**src/rtl/decode_exec_stage_pkg.sv**
```systemverilog
// Shared definitions for the decode/execute stage.
// Contents: RV32I opcode/funct3/funct7 constants for the supported subset,
// the FSM state encoding, the ALU operation encoding and the ALU helper.
package decode_exec_stage_pkg;

    localparam int DATA_W = 32;

    localparam logic [6:0] OP_RTYPE  = 7'b0110011;
    localparam logic [6:0] OP_ADDI   = 7'b0010011;
    localparam logic [6:0] OP_LOAD   = 7'b0000011;
    localparam logic [6:0] OP_STORE  = 7'b0100011;
    localparam logic [6:0] OP_BRANCH = 7'b1100011;

    localparam logic [2:0] F3_ADD_SUB = 3'b000;
    localparam logic [2:0] F3_SLT     = 3'b010;
    localparam logic [2:0] F3_XOR     = 3'b100;
    localparam logic [2:0] F3_OR      = 3'b110;
    localparam logic [2:0] F3_AND     = 3'b111;
    localparam logic [2:0] F3_LW      = 3'b010;
    localparam logic [2:0] F3_SW      = 3'b010;
    localparam logic [2:0] F3_BEQ     = 3'b000;

    localparam logic [6:0] F7_BASE = 7'b0000000;
    localparam logic [6:0] F7_SUB  = 7'b0100000;

    typedef enum logic [1:0] {
        ST_IDLE,
        ST_EXEC,
        ST_MEM,
        ST_LWB
    } state_e;

    typedef enum logic [2:0] {
        ALU_ADD,
        ALU_SUB,
        ALU_XOR,
        ALU_OR,
        ALU_AND,
        ALU_SLT
    } alu_op_e;

    function automatic logic [DATA_W-1:0] alu_eval(input alu_op_e op,
                                                   input logic [DATA_W-1:0] a,
                                                   input logic [DATA_W-1:0] b);
        logic signed [DATA_W-1:0] sa;
        logic signed [DATA_W-1:0] sb;
        sa = a;
        sb = b;
        case (op)
            ALU_ADD: alu_eval = a + b;
            ALU_SUB: alu_eval = a - b;
            ALU_XOR: alu_eval = a ^ b;
            ALU_OR:  alu_eval = a | b;
            ALU_AND: alu_eval = a & b;
            ALU_SLT: alu_eval = {{(DATA_W-1){1'b0}}, (sa < sb)};
            default: alu_eval = '0;
        endcase
    endfunction

endpackage

```
**src/rtl/exec_regfile.sv**
```systemverilog
// Register file for the decode/execute stage.
// Ports: clk_i, rst_ni (async active-low clear of every entry),
//        raddr_a_i/rdata_a_o and raddr_b_i/rdata_b_o (combinational reads),
//        we_i/waddr_i/wdata_i (write on posedge).
// With ZERO_REG=1 entry 0 reads as zero and writes to it are dropped.
module exec_regfile #(
    parameter int DATA_W   = 32,
    parameter int NREG     = 32,
    parameter int ZERO_REG = 1,
    localparam int AW      = (NREG > 1) ? $clog2(NREG) : 1
) (
    input  logic              clk_i,
    input  logic              rst_ni,
    input  logic [AW-1:0]     raddr_a_i,
    output logic [DATA_W-1:0] rdata_a_o,
    input  logic [AW-1:0]     raddr_b_i,
    output logic [DATA_W-1:0] rdata_b_o,
    input  logic              we_i,
    input  logic [AW-1:0]     waddr_i,
    input  logic [DATA_W-1:0] wdata_i
);

    logic [DATA_W-1:0] regs_q [NREG];
    logic              wr_blocked;

    assign wr_blocked = (ZERO_REG != 0) && (waddr_i == '0);

    always_ff @(posedge clk_i or negedge rst_ni) begin
        if (!rst_ni) begin
            for (int i = 0; i < NREG; i++) begin
                regs_q[i] <= '0;
            end
        end else if (we_i && !wr_blocked) begin
            regs_q[waddr_i] <= wdata_i;
        end
    end

    assign rdata_a_o = ((ZERO_REG != 0) && (raddr_a_i == '0)) ? '0 : regs_q[raddr_a_i];
    assign rdata_b_o = ((ZERO_REG != 0) && (raddr_b_i == '0)) ? '0 : regs_q[raddr_b_i];

endmodule

```
**src/rtl/decode_exec_stage.sv**
```systemverilog
// Decode/execute stage for a small RV32I subset, one instruction in flight.
// Ports: clk, rst (async active-low), instrValid/instrIn/pcIn from fetch,
//        memRdata (load data, valid the cycle after memRe),
//        memAddr/memWdata/memWe/memRe towards the unified memory,
//        busy (not idle), done/pcNext/illegal on retirement.
// All strobes and done are registered one-cycle pulses.
module decode_exec_stage
    import decode_exec_stage_pkg::*;
#(
    parameter int DATA_W   = 32,
    parameter int NREG     = 32,
    parameter int ZERO_REG = 1
) (
    input  logic              clk,
    input  logic              rst,
    input  logic              instrValid,
    input  logic [31:0]       instrIn,
    input  logic [31:0]       pcIn,
    input  logic [DATA_W-1:0] memRdata,
    output logic [31:0]       memAddr,
    output logic [DATA_W-1:0] memWdata,
    output logic              memWe,
    output logic              memRe,
    output logic              busy,
    output logic              done,
    output logic [31:0]       pcNext,
    output logic              illegal
);

    localparam int AW = (NREG > 1) ? $clog2(NREG) : 1;

    state_e            state_q;
    logic [31:0]       instr_q;
    logic [31:0]       pc_q;
    logic [31:0]       mem_addr_q;
    logic [DATA_W-1:0] mem_wdata_q;
    logic              mem_we_q;
    logic              mem_re_q;
    logic              done_q;
    logic [31:0]       pc_next_q;
    logic              illegal_q;

    logic [6:0]        opcode;
    logic [2:0]        funct3;
    logic [6:0]        funct7;
    logic [4:0]        rd_f;
    logic [4:0]        rs1_f;
    logic [4:0]        rs2_f;
    logic [31:0]       imm_i;
    logic [31:0]       imm_s;
    logic [31:0]       imm_b;
    logic [DATA_W-1:0] rs1_data;
    logic [DATA_W-1:0] rs2_data;

    alu_op_e           alu_op;
    logic              alu_legal;
    logic              use_imm;
    logic              is_lw;
    logic              is_sw;
    logic              is_beq;
    logic [DATA_W-1:0] alu_res;
    logic [31:0]       ls_addr;
    logic              misaligned;
    logic              illegal_d;
    logic              beq_taken;
    logic [31:0]       pc_next_d;
    logic              rf_we;
    logic [DATA_W-1:0] rf_wdata;

    assign opcode = instr_q[6:0];
    assign rd_f   = instr_q[11:7];
    assign funct3 = instr_q[14:12];
    assign rs1_f  = instr_q[19:15];
    assign rs2_f  = instr_q[24:20];
    assign funct7 = instr_q[31:25];
    assign imm_i  = {{20{instr_q[31]}}, instr_q[31:20]};
    assign imm_s  = {{20{instr_q[31]}}, instr_q[31:25], instr_q[11:7]};
    assign imm_b  = {{19{instr_q[31]}}, instr_q[31], instr_q[7], instr_q[30:25],
                     instr_q[11:8], 1'b0};

    always_comb begin
        alu_op    = ALU_ADD;
        alu_legal = 1'b0;
        use_imm   = 1'b0;
        is_lw     = 1'b0;
        is_sw     = 1'b0;
        is_beq    = 1'b0;
        case (opcode)
            OP_RTYPE: begin
                if (funct7 == F7_BASE) begin
                    alu_legal = 1'b1;
                    case (funct3)
                        F3_ADD_SUB: alu_op = ALU_ADD;
                        F3_XOR:     alu_op = ALU_XOR;
                        F3_OR:      alu_op = ALU_OR;
                        F3_AND:     alu_op = ALU_AND;
                        F3_SLT:     alu_op = ALU_SLT;
                        default:    alu_legal = 1'b0;
                    endcase
                end else if (funct7 == F7_SUB && funct3 == F3_ADD_SUB) begin
                    alu_legal = 1'b1;
                    alu_op    = ALU_SUB;
                end
            end
            OP_ADDI: begin
                alu_legal = (funct3 == F3_ADD_SUB);
                use_imm   = 1'b1;
            end
            OP_LOAD:   is_lw  = (funct3 == F3_LW);
            OP_STORE:  is_sw  = (funct3 == F3_SW);
            OP_BRANCH: is_beq = (funct3 == F3_BEQ);
            default: ;
        endcase
    end

    exec_regfile #(
        .DATA_W   (DATA_W),
        .NREG     (NREG),
        .ZERO_REG (ZERO_REG)
    ) u_regfile (
        .clk_i     (clk),
        .rst_ni    (rst),
        .raddr_a_i (rs1_f[AW-1:0]),
        .rdata_a_o (rs1_data),
        .raddr_b_i (rs2_f[AW-1:0]),
        .rdata_b_o (rs2_data),
        .we_i      (rf_we),
        .waddr_i   (rd_f[AW-1:0]),
        .wdata_i   (rf_wdata)
    );

    assign alu_res    = alu_eval(alu_op, rs1_data, use_imm ? imm_i : rs2_data);
    assign ls_addr    = rs1_data + (is_sw ? imm_s : imm_i);
    assign misaligned = (is_lw || is_sw) && (ls_addr[1:0] != 2'b00);
    // Unknown encodings and misaligned accesses retire the same way: flag only.
    assign illegal_d  = !(alu_legal || is_lw || is_sw || is_beq) || misaligned;
    assign beq_taken  = is_beq && (rs1_data == rs2_data);
    assign pc_next_d  = beq_taken ? (pc_q + imm_b) : (pc_q + 32'd4);

    // Register writes happen at the edge leaving EXEC (ALU) or LWB (load).
    assign rf_we    = ((state_q == ST_EXEC) && alu_legal) || (state_q == ST_LWB);
    assign rf_wdata = (state_q == ST_LWB) ? memRdata : alu_res;

    always_ff @(posedge clk or negedge rst) begin
        if (!rst) begin
            state_q     <= ST_IDLE;
            instr_q     <= '0;
            pc_q        <= '0;
            mem_addr_q  <= '0;
            mem_wdata_q <= '0;
            mem_we_q    <= 1'b0;
            mem_re_q    <= 1'b0;
            done_q      <= 1'b0;
            pc_next_q   <= '0;
            illegal_q   <= 1'b0;
        end else begin
            mem_we_q  <= 1'b0;
            mem_re_q  <= 1'b0;
            done_q    <= 1'b0;
            illegal_q <= 1'b0;
            case (state_q)
                ST_IDLE: begin
                    if (instrValid) begin
                        instr_q <= instrIn;
                        pc_q    <= pcIn;
                        state_q <= ST_EXEC;
                    end
                end
                ST_EXEC: begin
                    if (is_lw && !misaligned) begin
                        mem_re_q   <= 1'b1;
                        mem_addr_q <= ls_addr;
                        state_q    <= ST_MEM;
                    end else begin
                        done_q    <= 1'b1;
                        illegal_q <= illegal_d;
                        pc_next_q <= pc_next_d;
                        if (is_sw && !misaligned) begin
                            mem_we_q    <= 1'b1;
                            mem_addr_q  <= ls_addr;
                            mem_wdata_q <= rs2_data;
                        end
                        state_q <= ST_IDLE;
                    end
                end
                // Memory answers one cycle after the read strobe.
                ST_MEM: state_q <= ST_LWB;
                ST_LWB: begin
                    done_q    <= 1'b1;
                    pc_next_q <= pc_q + 32'd4;
                    state_q   <= ST_IDLE;
                end
                default: state_q <= ST_IDLE;
            endcase
        end
    end

    assign memAddr  = mem_addr_q;
    assign memWdata = mem_wdata_q;
    assign memWe    = mem_we_q;
    assign memRe    = mem_re_q;
    assign busy     = (state_q != ST_IDLE);
    assign done     = done_q;
    assign pcNext   = pc_next_q;
    assign illegal  = illegal_q;

endmodule
```
**config.mk**
```make
export PLATFORM = sky130hd
export DESIGN_NAME = decode_exec_stage
export DESIGN_NICKNAME = d
export VERILOG_FILES = /design/src/rtl/decode_exec_stage_pkg.sv /design/src/rtl/exec_regfile.sv /design/src/rtl/decode_exec_stage.sv
export SDC_FILE = /design/constraint.sdc
export NUM_CORES = 2
export LEC_CHECK = 0
export BUFFER_PORTS_ARGS = -buffer_cell sky130_fd_sc_hd__buf_2
export CAP_MARGIN = 10
export CELL_PAD_IN_SITES_DETAIL_PLACEMENT = 1
export CELL_PAD_IN_SITES_GLOBAL_PLACEMENT = 2
export CORE_MARGIN = 4
export CORE_UTILIZATION = 46
export CTS_CLUSTER_SIZE = 8
export DETAILED_ROUTE_END_ITERATION = 12
export PLACE_DENSITY = 0.95
export SLEW_MARGIN = 25
export SYNTH_ARGS = -nofsm -noshare
export SYNTH_HDL_FRONTEND = slang
export SYNTH_SLANG_ARGS = --single-unit
```
**constraint.sdc**
```tcl
create_clock -name clk -period 9.9 [get_ports clk]
set_clock_uncertainty 0.2 [all_clocks]
set_input_delay 0.495 -clock clk [delete_from_list [all_inputs] [get_ports clk]]
set_output_delay 0.495 -clock clk [all_outputs]
set_load 0.01 [all_outputs]
```
==> out/qor.csv <==
stage,metric,value,unit
status,outcome,finished clean,
logic_synthesis,seq_area_frac_synth,41.7,%
logic_synthesis,synth_top_flop_cell,dfrtp_1,
route,drc,0,
logic_synthesis,avgSynthCellArea,10.5,um^2
timing,period_minus_slack,8100,ps
cts,cts_hold_buf,66,
placement,portBuffers,199,
setup_path,cp.required,10320,ps
logic_synthesis,synth_compound_area_share,12.6,%
logic_synthesis,synth_area_leaders,"dfrtp_1 42%, mux4_2 18%, nand2_1 6.5%",
placement,post-place-ws,2110,ps
timing,worstMarginPinSlew,1140,ps
logic_synthesis,netlist_instances,6784,
setup_path,path_max_fanout,39,
cts,h-tree-depth,4,
worst_hold_path,hold_path_class,in2reg,
die,die_y,402,um
die,core,0.154,mm^2
setup_path,critPathArrivalTime,8530,ps
grt,grt_max_degree,171,
placement,dp_hpwl,179000,um
layout,final_cell_mix,"1202 x nand2_1, 1180 x dfrtp_1, 719 x o21ai_0",
timing,worst_slack,1800,ps
logic_synthesis,synthSimpleGateAreaFrac,11.7,%
timing,setup_tns,0,ps
logic_synthesis,synth_edf_count,0,
logic_synthesis,postSynth.asyncResetShare,100,%
cts,cts_tree,yes,
setup_path,endpoint_kind,register,
grt,grt_pass1_vias,64200,
layout,fillers,16300,
logic_synthesis,yosys.area.top_type,dfrtp_1,
cts,cts-root-buf,clkbuf_16,
timing,holdWs,111,ps
timing,hold_viol,0,
die,pin_count,200,
cts,clock_path_buffers,3,
grt,grt_pass1_wl,423000,um
placement,gp_congestion,1.00,
logic_synthesis,ys_warn_count,0,
logic_synthesis,synth_top_family_by_area,multiplexers,
cts,cts_sinks,1190,
logic_synthesis,ys_ff_latch,1190,
logic_synthesis,yosys.area.top_type_share,41.7,%
setup_path,crit_type,reg2reg,
timing,setup_violations,0,
cts,cts_buffers,167,
timing,rsz0062_at_grt,no,
logic_synthesis,synthXorXnorAreaFrac,1.68,%
layout,final_nets,7025,
route,vias,60600,
timing,max_freq,0.123,GHz
route,first_iter_violations,6815,
cts,post-cts-setup-buffers,0,
layout,drive_gt1_share,23.8,%
die,die_x,402,um
run,drv_cap,0,
layout,area_growth,11.3,%
timing,maxSlewViolCount,0,
grt,grt-ovfl-total,0,
cts,clock_latency,830,ps
die,rows,144,
layout,final_common_cell,nand2_1,
logic_synthesis,synthAdderAreaFrac,2.84,%
die,die-area,0.161,mm^2
grt,antenna_found_initial,17,
route,drt_wl_total,286000,um
setup_path,cp-start-kind,register,
timing,slew_headroom,23.9,%
die,initial_core_util,46.3,%
route,viasPerCell,6.85,
logic_synthesis,yosysUniqueCellTypes,97,
timing,finalCritPeriodShare,81.9,%
route,post_drt_wl_per_cell,32.4,um
grt,grt.total_usage,34.8,%
cts,post_cts_resized,0,
logic_synthesis,synthMuxAreaShare,24.9,%
route,ant_nets,0,
logic_synthesis,syn_nets,7040,
route,drt_pass1_iterations,7,
logic_synthesis,synthesis.area,0.0714,mm^2
cts,clk_pin_slew,50,ps
[flip-flops by register name, summed over array words and instances, names as in the netlist, named ones only]
name / count
illegal: 1
memRe: 1
memWe: 1
memAddr: 32
state_q: 1
pc_q: 32
u_regfile.regs_q: 1024
instr_q: 32
memWdata: 32
pcNext: 32
done: 1
[Yosys cell counts, types with 13 or more instances]
cell type / number
mux4_2: 579
mux2_2: 278
nand2b_1: 26
nand2_1: 1234
buf_1: 40
o31a_1: 15
dfrtp_1: 1190
buf_6: 16
nand3_1: 67
o31ai_1: 42
and3_1: 24
a221oi_1: 15
a22oi_1: 34
o21a_1: 14
a31oi_1: 61
nor4_1: 22
o211ai_1: 20
xnor2_1: 94
o21ai_1: 39
xor2_1: 43
mux2i_1: 159
o21bai_1: 25
nor2_1: 435
and2_1: 15
buf_2: 131
nand4_1: 26
buf_4: 18
o21ai_2: 31
or3_1: 20
or2_2: 13
o21ai_0: 731
ha_1: 153
clkbuf_1: 403
nor3_1: 48
a21o_1: 56
nor2b_1: 24
a21oi_1: 313
inv_1: 127
[metrics by stage]
| step | instance area (um^2) | instances | util, % |
|---|---|---|---|
| floorplan | 71400 | 6784 | - |
| global placement | 74100 | 8575 | 48.1 |
| detailed placement | 74100 | 8575 | 48.1 |
| CTS | 79300 | 8834 | 51.5 |
| global route | 79400 | 8837 | 51.6 |
| finish | 79500 | 8846 | 51.6 |
[metal layers]
metal / up-vias / wire (um) / global-route usage [%]
li1: 24400 / - / -
met1: 31400 / 103000 / 42.2
met2: 3669 / 134000 / 55.1
met3: 1147 / 28800 / 9.41
met4: 12 / 20300 / 22.2
met5: - / 79 / 0.297
[worst paths after layout]
| path | from | endpoint | slack [ps] | cells after the start |
|---|---|---|---|---|
| setup / recovery | instr_q[15] | u_regfile.regs_q[890] | 1800 | 18 |
| hold / removal | memRdata[2] | u_regfile.regs_q[674] | 110 | 3 |
| setup reg to reg | instr_q[15] | u_regfile.regs_q[890] | 1800 | 18 |
| hold reg to reg | u_regfile.regs_q[1023] | u_regfile.regs_q[1023] | 190 | 0 |
| max in group asynchronous | rst | u_regfile.regs_q[683] | 6900 | 4 |
| min in group asynchronous | rst | pcNext[23] | 150 | 2 |
[worst max-delay path: stages (launching register included)]
cell and delay, ps:
dfrtp_4 810, buf_4 740, mux4_2 630, mux4_2 510, mux2i_1 750, nor2_1 370
ha_1 540, inv_1 220, a21oi_1 90, nor2_1 110, nor2_1 60, nor2_1 90
nor2_1 100, or2_2 320, o41ai_1 470, o21ai_1 310, o311ai_0 410, o221a_2 820
o21ai_0 270
[cell type report]
cell class	count	area (um^2)	area share, %
antenna	9	22.5	0.0283
clock buffer	182	4330	5.45
clock inverter	11	206	0.260
inverter	134	505	0.636
multi-input combinational	4838	38800	48.9
sequential	1190	29800	37.5
tap	2044	2560	3.22
timing repair buffer	438	3210	4.04
[kinds of logic after synthesis]
logic type / Yosys count
xor gates and xnor gates: 137
buffers and inverters: 756
AOI/OAI and AO/OA: 1521
adders and majority gates: 160
DFF: 1190
muxes: 1016
and+or+nand+nor: 2004
Power is not shown: default switching activity piles up to over one toggle a cycle in this logic, so the estimate is an artifact.
